## src/rtl/crcu_apb_pkg.sv

```systemverilog
// ============================================================================
// crcu_apb_pkg : shared APB state encoding and default bus widths
// Rev 1.0
// ============================================================================
`default_nettype none

package crcu_apb_pkg;

  localparam int APB_ADDR_W = 32;
  localparam int APB_DATA_W = 32;

  typedef enum logic [1:0] {
    IDLE   = 2'd0,
    SETUP  = 2'd1,
    ACCESS = 2'd2
  } state_t;

endpackage

`default_nettype wire

```

## src/rtl/crcu_apb_wdog.sv

```systemverilog
// ============================================================================
// crcu_apb_wdog : ACCESS wait-cycle watchdog (built only with CRCU_APB_TIMEOUT_EN)
// Rev 1.0
// ============================================================================
`default_nettype none

`ifdef CRCU_APB_TIMEOUT_EN
module crcu_apb_wdog #(
  parameter int LIMIT = 16
) (
  input  logic PCLK,
  input  logic PRESETN,
  input  logic count_en,
  input  logic clear,
  output logic expired
);

  localparam int CNT_W = $clog2(LIMIT + 1);

  logic [CNT_W-1:0] cnt;

  // Fires in the cycle that would bring the count to LIMIT.
  assign expired = count_en && (cnt == CNT_W'(LIMIT - 1));

  always_ff @(posedge PCLK or negedge PRESETN) begin
    if (!PRESETN) begin
      cnt <= '0;
    end else if (clear || expired) begin
      cnt <= '0;
    end else if (count_en) begin
      cnt <= cnt + CNT_W'(1);
    end
  end

endmodule
`endif

`default_nettype wire

```

## src/rtl/crcu_apb_master.sv

```systemverilog
// ============================================================================
// crcu_apb_master : single-outstanding APB requester with command/response side
// Optional ACCESS timeout enabled by defining CRCU_APB_TIMEOUT_EN.  Rev 1.0
// ============================================================================
`default_nettype none

module crcu_apb_master
  import crcu_apb_pkg::*;
#(
  parameter int ADDR_W         = APB_ADDR_W,
  parameter int DATA_W         = APB_DATA_W,
  parameter int TIMEOUT_CYCLES = 16
) (
  input  logic              PCLK,
  input  logic              PRESETN,
  input  logic              cmd_valid,
  output logic              cmd_ready,
  input  logic              cmd_write,
  input  logic [ADDR_W-1:0] cmd_addr,
  input  logic [DATA_W-1:0] cmd_wdata,
  output logic              rsp_valid,
  output logic [DATA_W-1:0] rsp_rdata,
  output logic              rsp_err,
  output logic              PSEL,
  output logic              PENABLE,
  output logic [ADDR_W-1:0] PADDR,
  output logic              PWRITE,
  output logic [DATA_W-1:0] PWDATA,
  input  logic              PREADY,
  input  logic              PSLVERR,
  input  logic [DATA_W-1:0] PRDATA
);

  state_t state;
  state_t state_nxt;
  logic   live;
  logic   accept;
  logic   misaligned;
  logic   timeout;

  // live holds cmd_ready low while reset is asserted and until the first edge after.
  assign cmd_ready  = live && (state == IDLE);
  assign accept     = cmd_valid && cmd_ready;
  assign misaligned = (cmd_addr[1:0] != 2'b00);

`ifdef CRCU_APB_TIMEOUT_EN
  crcu_apb_wdog #(
    .LIMIT (TIMEOUT_CYCLES)
  ) u_wdog (
    .PCLK     (PCLK),
    .PRESETN  (PRESETN),
    .count_en ((state == ACCESS) && !PREADY),
    .clear    (state != ACCESS),
    .expired  (timeout)
  );
`else
  logic unused_timeout_cfg;
  assign unused_timeout_cfg = (TIMEOUT_CYCLES > 0);
  assign timeout            = 1'b0;
`endif

  always_comb begin
    state_nxt = state;
    PSEL      = 1'b0;
    PENABLE   = 1'b0;
    case (state)
      IDLE: begin
        if (accept && !misaligned) state_nxt = SETUP;
      end
      SETUP: begin
        PSEL      = 1'b1;
        state_nxt = ACCESS;
      end
      ACCESS: begin
        PSEL    = 1'b1;
        PENABLE = 1'b1;
        if (PREADY || timeout) state_nxt = IDLE;
      end
      default: state_nxt = IDLE;
    endcase
  end

  always_ff @(posedge PCLK or negedge PRESETN) begin
    if (!PRESETN) begin
      state     <= IDLE;
      live      <= 1'b0;
      PADDR     <= '0;
      PWRITE    <= 1'b0;
      PWDATA    <= '0;
      rsp_valid <= 1'b0;
      rsp_err   <= 1'b0;
      rsp_rdata <= '0;
    end else begin
      state     <= state_nxt;
      live      <= 1'b1;
      rsp_valid <= 1'b0;
      rsp_err   <= 1'b0;
      rsp_rdata <= '0;
      if (accept) begin
        PADDR  <= cmd_addr;
        PWRITE <= cmd_write;
        PWDATA <= cmd_wdata;
      end
      if (accept && misaligned) begin
        rsp_valid <= 1'b1;
        rsp_err   <= 1'b1;
      end else if ((state == ACCESS) && PREADY) begin
        rsp_valid <= 1'b1;
        rsp_err   <= PSLVERR;
        rsp_rdata <= (!PWRITE && !PSLVERR) ? PRDATA : '0;
      end else if (timeout) begin
        rsp_valid <= 1'b1;
        rsp_err   <= 1'b1;
      end
    end
  end

endmodule

`default_nettype wire

```

## config.mk

```make
export PLATFORM = sky130hd
export DESIGN_NAME = crcu_apb_master
export DESIGN_NICKNAME = d
export VERILOG_FILES = /design/src/rtl/crcu_apb_pkg.sv /design/src/rtl/crcu_apb_wdog.sv /design/src/rtl/crcu_apb_master.sv
export SDC_FILE = /design/constraint.sdc
export NUM_CORES = 1
export LEC_CHECK = 0
export CORE_AREA = 2 2 106 108
export CTS_CLUSTER_DIAMETER = 150
export DETAILED_ROUTE_END_ITERATION = 8
export DIE_AREA = 0 0 108 110
export PLACE_DENSITY_LB_ADDON = 0.12
export REMOVE_ABC_BUFFERS = 1
export SYNTH_ARGS = -nofsm -noshare
export SYNTH_HDL_FRONTEND = slang
export SYNTH_SLANG_ARGS = --single-unit
```

## constraint.sdc

```tcl
create_clock -name PCLK -period 1.8 [get_ports PCLK]
set_clock_uncertainty 0.2 [all_clocks]
set_input_delay 0.36 -clock PCLK [delete_from_list [all_inputs] [get_ports PCLK]]
set_output_delay 0.36 -clock PCLK [all_outputs]
set_load 0.005 [all_outputs]
```

Word level (Yosys, flattened, before mapping)
Index checks and enable logic that the tools add are counted.
{"block": "totals", "word_cells": 37, "ramBits": 0, "ff_bits": 102, "latch_bits": 0, "memories": 0, "rom_bits": 0}
{"block": "op_classes", "n_reduce_logical": 13, "muxes": 12, "addsub": 0, "shifts": 0, "eq_ne": 4, "mul": 0, "n_lt_le_gt_ge": 0, "bitwise_logic": 0, "div": 0}
{"cell": "32-bit two-way mux", "count": 3}
{"cell": "1-bit logical AND", "count": 6}
{"cell": "1-bit two-way mux", "count": 6}
{"cell": "2-bit one-hot mux with 3 select lines", "count": 1}
{"cell": "2-bit two-way mux", "count": 2}
{"cell": "1-bit logical NOT", "count": 3}
{"cell": "2-bit by 1-bit equality test with 1-bit output, second input constant", "count": 1}
{"cell": "2-bit equality test, second input constant", "count": 1}
{"cell": "2-bit logical NOT", "count": 1}
{"cell": "2-bit by 1-bit inequality test with 1-bit output, second input constant", "count": 1}
{"cell": "2-bit inequality test, second input constant", "count": 1}
{"cell": "2-bit AND reduction", "count": 1}
{"cell": "2-bit nonzero test", "count": 1}
{"cell": "2-bit OR reduction", "count": 1}

Logic depth before layout (Yosys ltp)
Gate-level depths: netlist of run 1.
{"block": "depth", "ltp_word": 6, "mapped_depth": 6, "mapped_depth_nobuf": 5}

Worst setup path before layout of run 1
OpenSTA, ideal clock, no wires.
{"block": "synth_path", "path_kind": "register -> register", "from": "reg state[0]", "to": "reg PADDR[0]", "path_slack_ps": 24, "required_ps": 1475, "path_stages_with_launch": 7, "period_less_slack_ps": 1776, "path_buffers": 2, "t_arrival_ps": 1451, "setup_time_ps": 125, "cell_sequence": "dfrtp_1 inv_1 ha_1 nand3_1 buf_2 buf_2 mux2_2"}
{"block": "synth_via", "elab_chain_len": 3}
{"element": "start, declared", "line": "crcu_apb_master.sv:34", "rtl": "state_t state;"}
{"element": "start signal, assigned", "line": "crcu_apb_master.sv:94", "rtl": "state <= state_nxt;"}
{"element": "2-bit logical NOT", "line": "crcu_apb_master.sv:42", "rtl": "assign cmd_ready = live && (state == IDLE);"}
{"element": "1-bit logical AND", "line": "crcu_apb_master.sv:42"}
{"element": "1-bit logical AND", "line": "crcu_apb_master.sv:43", "rtl": "assign accept = cmd_valid && cmd_ready;"}
{"element": "end signal, assigned", "line": "crcu_apb_master.sv:100", "rtl": "PADDR <= cmd_addr;"}
{"element": "end, declared", "line": "crcu_apb_master.sv:26", "rtl": "output logic [ADDR_W-1:0] PADDR,"}
No other way between the ends.
A chain may end at the register's enable or synchronous reset.

Worst setup path in the final report of run 1
{"block": "layout_path", "from": "reg state[1]", "to": "reg rsp_rdata[28]"}
{"block": "layout_via", "elab_chain_len": 5, "word_cells_on_any_way": 8, "classes_between": "eq/ne: 1; mux: 2; reduce/logical: 5"}
{"element": "2-bit logical NOT", "line": "crcu_apb_master.sv:42"}
{"element": "1-bit logical AND", "line": "crcu_apb_master.sv:42"}
{"element": "1-bit logical AND", "line": "crcu_apb_master.sv:43"}
{"element": "1-bit logical AND", "line": "crcu_apb_master.sv:104", "rtl": "if (accept && misaligned) begin"}
{"element": "32-bit two-way mux *", "line": "crcu_apb_master.sv:104"}
{"element": "end signal, assigned", "line": "crcu_apb_master.sv:110", "rtl": "rsp_rdata <= (!PWRITE && !PSLVERR) ? PRDATA : '0;"}
{"element": "end, declared", "line": "crcu_apb_master.sv:22", "rtl": "output logic [DATA_W-1:0] rsp_rdata,"}
Every way passes the cells marked *; elsewhere a longest branch is shown, timed or not.

==> metrics.sh, run 1 <==
SETUP_REPAIR_AFTER_GLOBAL_ROUTING_MISSED_ITS_MARGIN='yes'
GRT_USE_TOTAL=0.1538
FINAL_LAYOUT_SIZE_SUFFIX_GT1_FRAC=0.2588
TRITONCTS='yes'
SYNTH.YOSYS.WARNINGS=0
WORST_R2R_PATH_DEPTH=7
FINALWIRELENGTH_MM=9.090
CLOCK-SINKS=102
HOLD_PATH.STARTPOINT='PWDATA[10]$_DFFE_PN0P_'
AVG_SYNTHESIZED_CELL_AREA_UM2=16.27
AVGVIACOUNTPERCELL=4.381
LARGEST_NET_DEGREE_AT_THE_START_OF_GLOBAL_ROUTING=43
OUTCOME='complete, no violations'
FINALHOLDVIOLCOUNT=0
GRT_ANTENNA_BEFORE_REPAIR=0
DIE_AREA_MM2=0.01188
FLOORPLAN.INITIALDENSITY=0.3467
TERMINUS_OF_THE_CRITICAL_FLOP_TO_FLOP_PATH='rsp_rdata[28]$_DFF_PN0_'
P_LEAK_nW=3.564
ANTENNA_CELLS_INSERTED=0
IO_PINS=204
FINALNETCOUNT=559
CRITPATHMAXSTAGEDELAY_NS=0.38
SETUP_VIOL_COUNT_FINAL=0
PLACE.DETAILED.HPWL_MM=6.854
H_TREE_LEVELS=3
SYNTH.FF_LATCH_COUNT=102
WORSTPATHREQUIRED_NS=1.88
DRTPASS1ITERATIONS=3
TIMING.FINAL.WS_SETUP_NS=0.01867
SYNTH.YOSYS.SEQ_AREA_SHARE=0.6883
SETUP_TNS_NS=0
CTS_ROOT_BUF='sky130_fd_sc_hd__clkbuf_8'
MIN_PERIOD_OVER_PERIOD=0.9896
TIMING_MAX_TRANSITION_VIOLATIONS_FINAL=0
PLACER_CONGESTION_ESTIMATE=0.7152
AREA_GROWTH_PCT=75.84
END_KIND='flop'
GRT_FIRST_PASS_WIRELENGTH_MM=13.84
FINAL_CELL_AREA_MM2=0.006521
REMAINING_DRC_ERRORS=0
TIMING.CRITICAL_PATH.FROM_TYPE='flop'
HOLD_PATH.CLASS='reg -> reg'
CLK_LATENCY_WORST_SKEW_PAIR_NS=0.35
SYNTH_CELLS=228
CRIT_PATH_TOP_DELAY_CELL='sky130_fd_sc_hd__dfrtp_1'
WORST_HOLD_PATH.NUM_CELLS=1
GRT.OVERFLOW.TOTAL=0
CTS_CLK_PIN_SLEW_WORST_PATHS_NS=0.08
MAX_CLOCK_FREQ_GHz=0.5614
FLOP2FLOP_SETUP_SLACK_NS=0.02
COUNT_OF_MAXIMUM_CAPACITANCE_VIOLATIONS=0
CORE.ROWCOUNT=38
CRIT_PATH_MAX_FANOUT=32
PORT-BUFFER-COUNT=203
WORST_HOLD_PATH.ENDPOINT='PWDATA[10]$_DFFE_PN0P_'
WIRE_PER_INST_UM=15.25
DP_SLACK_NS=-0.2155
POWER-PER-CELL-AREA_mW_PER_MM2=1291
PEAKVDDDROP_mV=0.5052
CRITICALPATHCATEGORY='reg -> reg'
MAX-CLOCK-PATH-BUFFERS=2
DIE_W_UM=108
DIE-HEIGHT_UM=110
INITIALDRTVIOLATIONCOUNT=50
POST_SYNTH_NUM_CELL_TYPES=18
CTS_INSERTED_BUFFERS=9
ANTENNA_VIOLATING_NETS_POST_ROUTE=0
MIN_PERIOD_NS=1.781
FIRST_GLOBAL_VIAS=2730
WORSTREG2REGSTART='state[1]$_DFFE_PN0P_'
ENDPOINT_ARRIVAL_TIME_ON_THE_CRITICAL_PATH_NS=1.86
SYN-CELL-AREA_MM2=0.003709
PLACED_CELL_AREA_MM2=0.006063
DESIGN.CORE.AREA_MM2=0.01070
TIMING.CRITICAL_PATH.CELLS='inv_2, ha_4, buf_4, o2111a_2, nor4_4, buf_12, and2_2'
ROUTED-VIA-COUNT=2611
FINAL.HOLD.WORST_SLACK_NS=0.3059
sequential cells by signal, summed over array words and instances (netlist names):
register	flops
PADDR	32
PWDATA	32
PWRITE	1
live	1
rsp_err	1
rsp_rdata	32
rsp_valid	1
state	2
per-layer routing:
| metal | GRT usage | up-vias | part of all wire | wire length, µm |
|---|---|---|---|---|
| met1 | 0.1812 | 1245 | 0.39 | 3540 |
| met3 | 0.07466 | 11 | 0.14 | 1245 |
| met4 | 0.05220 | 0 | 0.014 | 129 |
| li1 | - | 1218 | - | - |
| met2 | 0.2475 | 137 | 0.46 | 4174 |
| met5 | 0 | - | 0 | 0 |
worst max-delay path: cells and delay by family (launching register included):
family,cells,cell delay [ns]
and+or+nand+nor,2,0.41
buffers and inverters,3,0.40
DFF,1,0.38
AOI/OAI and AO/OA,1,0.18
adders and majority gates,1,0.15
how the worst max path moves through the flow:
stage / slack, ns / depth (start not counted) / endpoint / from
5_1_grt: -0.08 / 7 / rsp_rdata[29]$_DFF_PN0_ / state[1]$_DFFE_PN0P_
2_1_floorplan: -1.45 / 4 / PADDR[0]$_DFFE_PN0P_ / state[0]$_DFFE_PN0P_
3_5_place_dp: -0.22 / 4 / state[1]$_DFFE_PN0P_ / cmd_valid
6_report: 0.02 / 7 / rsp_rdata[28]$_DFF_PN0_ / state[1]$_DFFE_PN0P_
4_1_cts: -0.0009 / 7 / rsp_rdata[28]$_DFF_PN0_ / state[1]$_DFFE_PN0P_
3_3_place_gp: -0.17 / 5 / rsp_rdata[19]$_DFF_PN0_ / cmd_addr[1]
synthesized netlist by cell type:
master	number	area, µm²
sky130_fd_sc_hd__a21oi_1	1	5.000
sky130_fd_sc_hd__and2_1	29	181.4
sky130_fd_sc_hd__and2_2	4	30.03
sky130_fd_sc_hd__buf_2	7	35.03
sky130_fd_sc_hd__clkbuf_2	3	15.01
sky130_fd_sc_hd__conb_1	1	3.750
sky130_fd_sc_hd__dfrtp_1	102	2552
sky130_fd_sc_hd__ha_1	4	50.05
sky130_fd_sc_hd__inv_1	2	7.510
sky130_fd_sc_hd__mux2_2	67	754.5
sky130_fd_sc_hd__nand2_1	1	3.750
sky130_fd_sc_hd__nand2b_1	1	6.260
sky130_fd_sc_hd__nand3_1	1	5.000
sky130_fd_sc_hd__nand4bb_1	1	11.26
sky130_fd_sc_hd__nor2b_1	1	6.260
sky130_fd_sc_hd__nor4_4	1	21.27
sky130_fd_sc_hd__o2111a_2	1	12.51
sky130_fd_sc_hd__o21a_1	1	7.510
stage by stage:
| step | utilization | instances | power (mW) |
|---|---|---|---|
| finish | 0.6096 | 596 | 8.422 |
| global route | 0.6096 | 596 | 8.956 |
| CTS | 0.5929 | 594 | 8.682 |
| detailed placement | 0.5668 | 576 | 6.944 |
| global placement | 0.5668 | 576 | 6.853 |
| floorplan | - | 218 | 4.615 |
cells by family after synthesis:
group / Yosys count / share of synthesized area
AO/OA/AOI/OAI: 3 / 0.006747
multiplexers: 67 / 0.2034
buffers and inverters: 12 / 0.01552
AND/OR/NAND/NOR: 39 / 0.07152
other: 1 / 0.001011
flip-flops: 102 / 0.6883
adder cells (fa/ha/maj): 4 / 0.01350
placed cells by master (no fill, tap or decap), drive strengths merged:
cell / n
nor2b: 1
clkdlybuf4s50: 117
nand2b: 1
clkbuf: 10
conb: 1
nand2: 1
o21a: 1
buf: 24
dlygate4sd3: 1
inv: 2
a21oi: 1
dfrtp: 102
mux2: 67
dlymetal6s2s: 60
nor4: 1
dlygate4sd2: 22
o2111a: 1
bufinv: 4
and2: 33
nand3: 1
nand4bb: 1
ha: 4
timing repair:
item,in CTS,in global routing
setup buffers,3,2
pin swaps,1,0
resized for setup,42,63
hold buffers,1,0
endpoints found under the setup margin,59,95
hold endpoints to repair,28,0
where the power goes:
part | switching [mW] | internal (mW)
combinational | 1.01 | 2.15
sequential | 0.348 | 3.09
clock | 0.727 | 1.09
area by class of cell:
type,instances,area (µm²)
fill,865,4177
timing repair buffer,224,2386
clock inverter,4,120.1
clock buffer,10,137.6
tap,140,175.2
sequential,102,2552
inverter,2,7.507
multi-input combinational,114,1142
(Power assumes the default switching activity.)
==> run 2: changes to the inputs <==
--- a/config.mk
+++ b/config.mk
@@ -7,6 +7,7 @@
 export LEC_CHECK = 0
 export CORE_AREA = 2 2 106 108
 export CTS_CLUSTER_DIAMETER = 150
+export CTS_CLUSTER_SIZE = 10
 export DETAILED_ROUTE_END_ITERATION = 8
 export DIE_AREA = 0 0 108 110
 export PLACE_DENSITY_LB_ADDON = 0.12
==> results of run 2 <==
Same layout as run 1: the final DEF is identical, and so are final timing and power.
==> run 3: changes to the inputs <==
--- a/config.mk
+++ b/config.mk
@@ -10,8 +10,9 @@
 export CTS_CLUSTER_SIZE = 10
 export DETAILED_ROUTE_END_ITERATION = 8
 export DIE_AREA = 0 0 108 110
-export PLACE_DENSITY_LB_ADDON = 0.12
+export PLACE_DENSITY_LB_ADDON = 0.15
 export REMOVE_ABC_BUFFERS = 1
 export SYNTH_ARGS = -nofsm -noshare
 export SYNTH_HDL_FRONTEND = slang
 export SYNTH_SLANG_ARGS = --single-unit
+export TNS_END_PERCENT = 20
==> run 3 against run 2 <==
Effect of this change:
- the run now ends with negative setup slack left
- worst hold slack got worse by 0.16 ns
- sequential share of layout area fell by 0.22 points
- sequential cell count did not move
- combinational power rose by 1%
- critical path depth rose by 1
- total power fell by 4.0%
- core utilization rose by 0.35 points
- non-clock buffer count rose by 4
- via count rose by 2.7%
- critical endpoint is now rsp_rdata[1]$_DFF_PN0_
==> metrics.sh, run 3 (synthesis gave the netlist of run 1 again) <==
LAYOUT_TOP_REGISTERS='PADDR (32), PWDATA (32), rsp_rdata (32)'
CRIT_PATH_MAX_FANOUT=16  # -50%
CTS_ROOT_BUF='sky130_fd_sc_hd__clkbuf_8'
CORE.ROWCOUNT=38  # unchanged
AVGVIACOUNTPERCELL=4.461  # +1.8%
NUM-FILL-CELLS=840  # -2.9%
MIN_PERIOD_OVER_PERIOD=1.031  # +0.04168
MAX_CLOCK_FREQ_GHz=0.5387  # -4.0%
PEAKVDDDROP_mV=0.6931  # +37%
COMMONEST_NON_FILL_NON_TAP_CELL_IN_THE_LAYOUT='sky130_fd_sc_hd__clkdlybuf4s50_1'
ANTENNA_CELLS_INSERTED=0  # unchanged
CTS_INSERTED_BUFFERS=9  # unchanged
FINALWIRELENGTH_MM=9.400  # +3.4%
CLK_LATENCY_WORST_SKEW_PAIR_NS=0.35  # about the same
FIRST_GLOBAL_VIAS=2700  # -1.1%
HOLD_PATH.CLASS='in -> async'
FLOP2FLOP_SETUP_SLACK_NS=-0.06  # -0.08 ns
DESIGN.CORE.AREA_MM2=0.01070  # unchanged
CRIT_PATH_TOP_DELAY_CELL='sky130_fd_sc_hd__dfrtp_1'
PORT-BUFFER-COUNT=203  # unchanged
MULTI_INPUT_COMB_AREA_MM2=0.001166  # +2.1%
FINALHOLDVIOLCOUNT=0  # unchanged
WORST_R2R_PATH_DEPTH=8  # +1
IO_PINS=204  # unchanged
CLOCK-SINKS=102  # unchanged
FLOORPLAN.INITIALDENSITY=0.3467  # unchanged
WORSTPATHREQUIRED_NS=1.90  # +0.02 ns
WIRE_PER_INST_UM=15.64  # +2.6%
UTILIZATION=0.6131  # +0.003508
ROUTED-VIA-COUNT=2681  # +2.7%
ENDPOINT_ARRIVAL_TIME_ON_THE_CRITICAL_PATH_NS=1.96  # +0.10 ns
CRITICALPATHCATEGORY='reg -> reg'
MAX-CLOCK-PATH-BUFFERS=2  # unchanged
GRT_ANTENNA_BEFORE_REPAIR=0  # unchanged
INITIALDRTVIOLATIONCOUNT=54  # +8.0%
WORSTREG2REGSTART='state[0]$_DFFE_PN0P_'
GRT_FIRST_PASS_WIRELENGTH_MM=13.76  # -0.60%
COUNT_OF_MAXIMUM_CAPACITANCE_VIOLATIONS=0  # unchanged
POWER-PER-CELL-AREA_mW_PER_MM2=1232  # -4.6%
AREA_GROWTH_PCT=76.86
GRT.OVERFLOW.TOTAL=0  # unchanged
PLACER_CONGESTION_ESTIMATE=0.7208  # +0.78%
P_LEAK_nW=3.730  # +4.6%
SETUP_VIOL_COUNT_FINAL=32  # +32
MIN_PERIOD_NS=1.856  # +0.07503 ns
PLACE.DETAILED.HPWL_MM=6.917  # +0.92%
SEQCELLAREA_MM2=0.002552  # unchanged
VIOLATIONS_IN_THE_FINAL_REPORTS='negative setup slack'
GRT_USE_TOTAL=0.1533  # -0.0005188
REMAINING_DRC_ERRORS=0  # unchanged
TIMING.CRITICAL_PATH.FROM_TYPE='flop'
H_TREE_LEVELS=3  # unchanged
TIMING.FINAL.WS_SETUP_NS=-0.05636  # -0.07503 ns
DIE-HEIGHT_UM=110  # unchanged
CTS_CLK_PIN_SLEW_WORST_PATHS_NS=0.10  # +0.02 ns
TERMINUS_OF_THE_CRITICAL_FLOP_TO_FLOP_PATH='rsp_rdata[1]$_DFF_PN0_'
CRIT_TOP_CELL='sky130_fd_sc_hd__buf_6'
FINALNETCOUNT=563  # +0.72%
SETUP_REPAIR_AFTER_GLOBAL_ROUTING_MISSED_ITS_MARGIN='yes'
FINAL_LAYOUT_SIZE_SUFFIX_GT1_FRAC=0.2820  # +0.02322
CRITPATHMAXSTAGEDELAY_NS=0.40  # +0.02 ns
POWER_mW=8.081  # -4.0%
TRITONCTS='yes'
ANTENNA_VIOLATING_NETS_POST_ROUTE=0  # unchanged
LARGEST_NET_DEGREE_AT_THE_START_OF_GLOBAL_ROUTING=52  # +21%
DIE_W_UM=108  # unchanged
TIMING_MAX_TRANSITION_VIOLATIONS_FINAL=0  # unchanged
TIMING.CRITICAL_PATH.CELLS='inv_2, ha_4, buf_6, o2111a_2, nor4_4, buf_6, clkbuf_16, and2_1'
OUTCOME='finished with violations'
DIE_AREA_MM2=0.01188  # unchanged
END_KIND='flop'
MOST-COMMON-LAYOUT-CELLS='sky130_fd_sc_hd__clkdlybuf4s50_1, sky130_fd_sc_hd__dfrtp_1, sky130_fd_sc_hd__mux2_2'
DRTPASS1ITERATIONS=3  # unchanged
run 3: cell count changes in the layout (fill, tap and decap cells not counted), moves of 2 or more:
cell | previous run | this run
sky130_fd_sc_hd__dlymetal6s2s_1 | 60 | 65
sky130_fd_sc_hd__and2_1 | 28 | 19
sky130_fd_sc_hd__clkdlybuf4s50_1 | 117 | 106
sky130_fd_sc_hd__dlygate4sd2_1 | 22 | 28
sky130_fd_sc_hd__and2_2 | 4 | 0
sky130_fd_sc_hd__clkinv_4 | 0 | 2
sky130_fd_sc_hd__and2_4 | 1 | 14
sky130_fd_sc_hd__bufinv_16 | 4 | 1
sky130_fd_sc_hd__clkbuf_16 | 0 | 2
run 3: through the flow:
stage | cells | hold WS, ns | setup TNS [ns] | setup WS [ns] | area (µm²)
floorplan | 218 | -0.1356 | -97.93 | -1.454 | 3659
global placement | 577 | -0.03170 | -11.85 | -0.1767 | 6071
detailed placement | 577 | -0.03290 | -14.27 | -0.2348 | 6071
CTS | 596 | 0.1139 | -0.5938 | -0.04024 | 6280
global route | 601 | 0.1130 | -3.076 | -0.1119 | 6559
finish | 601 | 0.1426 | -1.257 | -0.05636 | 6559
run 3: routing by layer:
metal,up-vias,global-route usage,share of wire
met3,13,0.07819,0.13
met4,0,0.06960,0.018
li1,1223,-,-
met1,1303,0.1797,0.38
met2,142,0.2363,0.47
met5,-,0,0
run 3: final cells by class:
| type | count | share of cell area |
|---|---|---|
| Clock inverter | 4 | 0.008585 |
| Sequential cell | 102 | 0.3892 |
| Multi-Input combinational cell | 114 | 0.1778 |
| Tap cell | 140 | 0.02671 |
| Clock buffer | 11 | 0.02156 |
| Inverter | 2 | 0.001145 |
| Timing Repair Buffer | 228 | 0.3750 |
run 3: worst max-delay path by stage:
stage                          from                       to  slack [ns]
6_report       state[0]$_DFFE_PN0P_   rsp_rdata[1]$_DFF_PN0_       -0.06
5_1_grt        state[0]$_DFFE_PN0P_  rsp_rdata[30]$_DFF_PN0_       -0.11
4_1_cts        state[0]$_DFFE_PN0P_  rsp_rdata[19]$_DFF_PN0_       -0.04
3_5_place_dp            cmd_addr[1]  rsp_rdata[19]$_DFF_PN0_       -0.23
3_3_place_gp            cmd_addr[1]  rsp_rdata[28]$_DFF_PN0_       -0.18
2_1_floorplan  state[0]$_DFFE_PN0P_     PADDR[0]$_DFFE_PN0P_       -1.45
run 3: what timing repair did:
item / in CTS / in global routing
pin swaps: 1 / 15
buffers inserted: 3 / 3
endpoints found under the hold margin: 102 / 0
endpoints found under the setup margin: 63 / 103
cloned: 0 / 2
hold buffers: 1 / 0
resized for setup: 47 / 82
run 3: worst max-delay path: cells and delay by family (launching register included):
family          cells  cell delay, ns
flops               1            0.40
compound gates      1            0.17
simple gates        2            0.35
fa+ha+maj           1            0.16
buf+inv             4            0.52
run 3: where the power goes:
group / internal [mW] / switching [mW] / total (mW)
clock: 0.685 / 0.749 / 1.43
sequential: 3.09 / 0.351 / 3.44
combinational: 2.17 / 1.04 / 3.20
total: 5.94 / 2.14 / 8.08
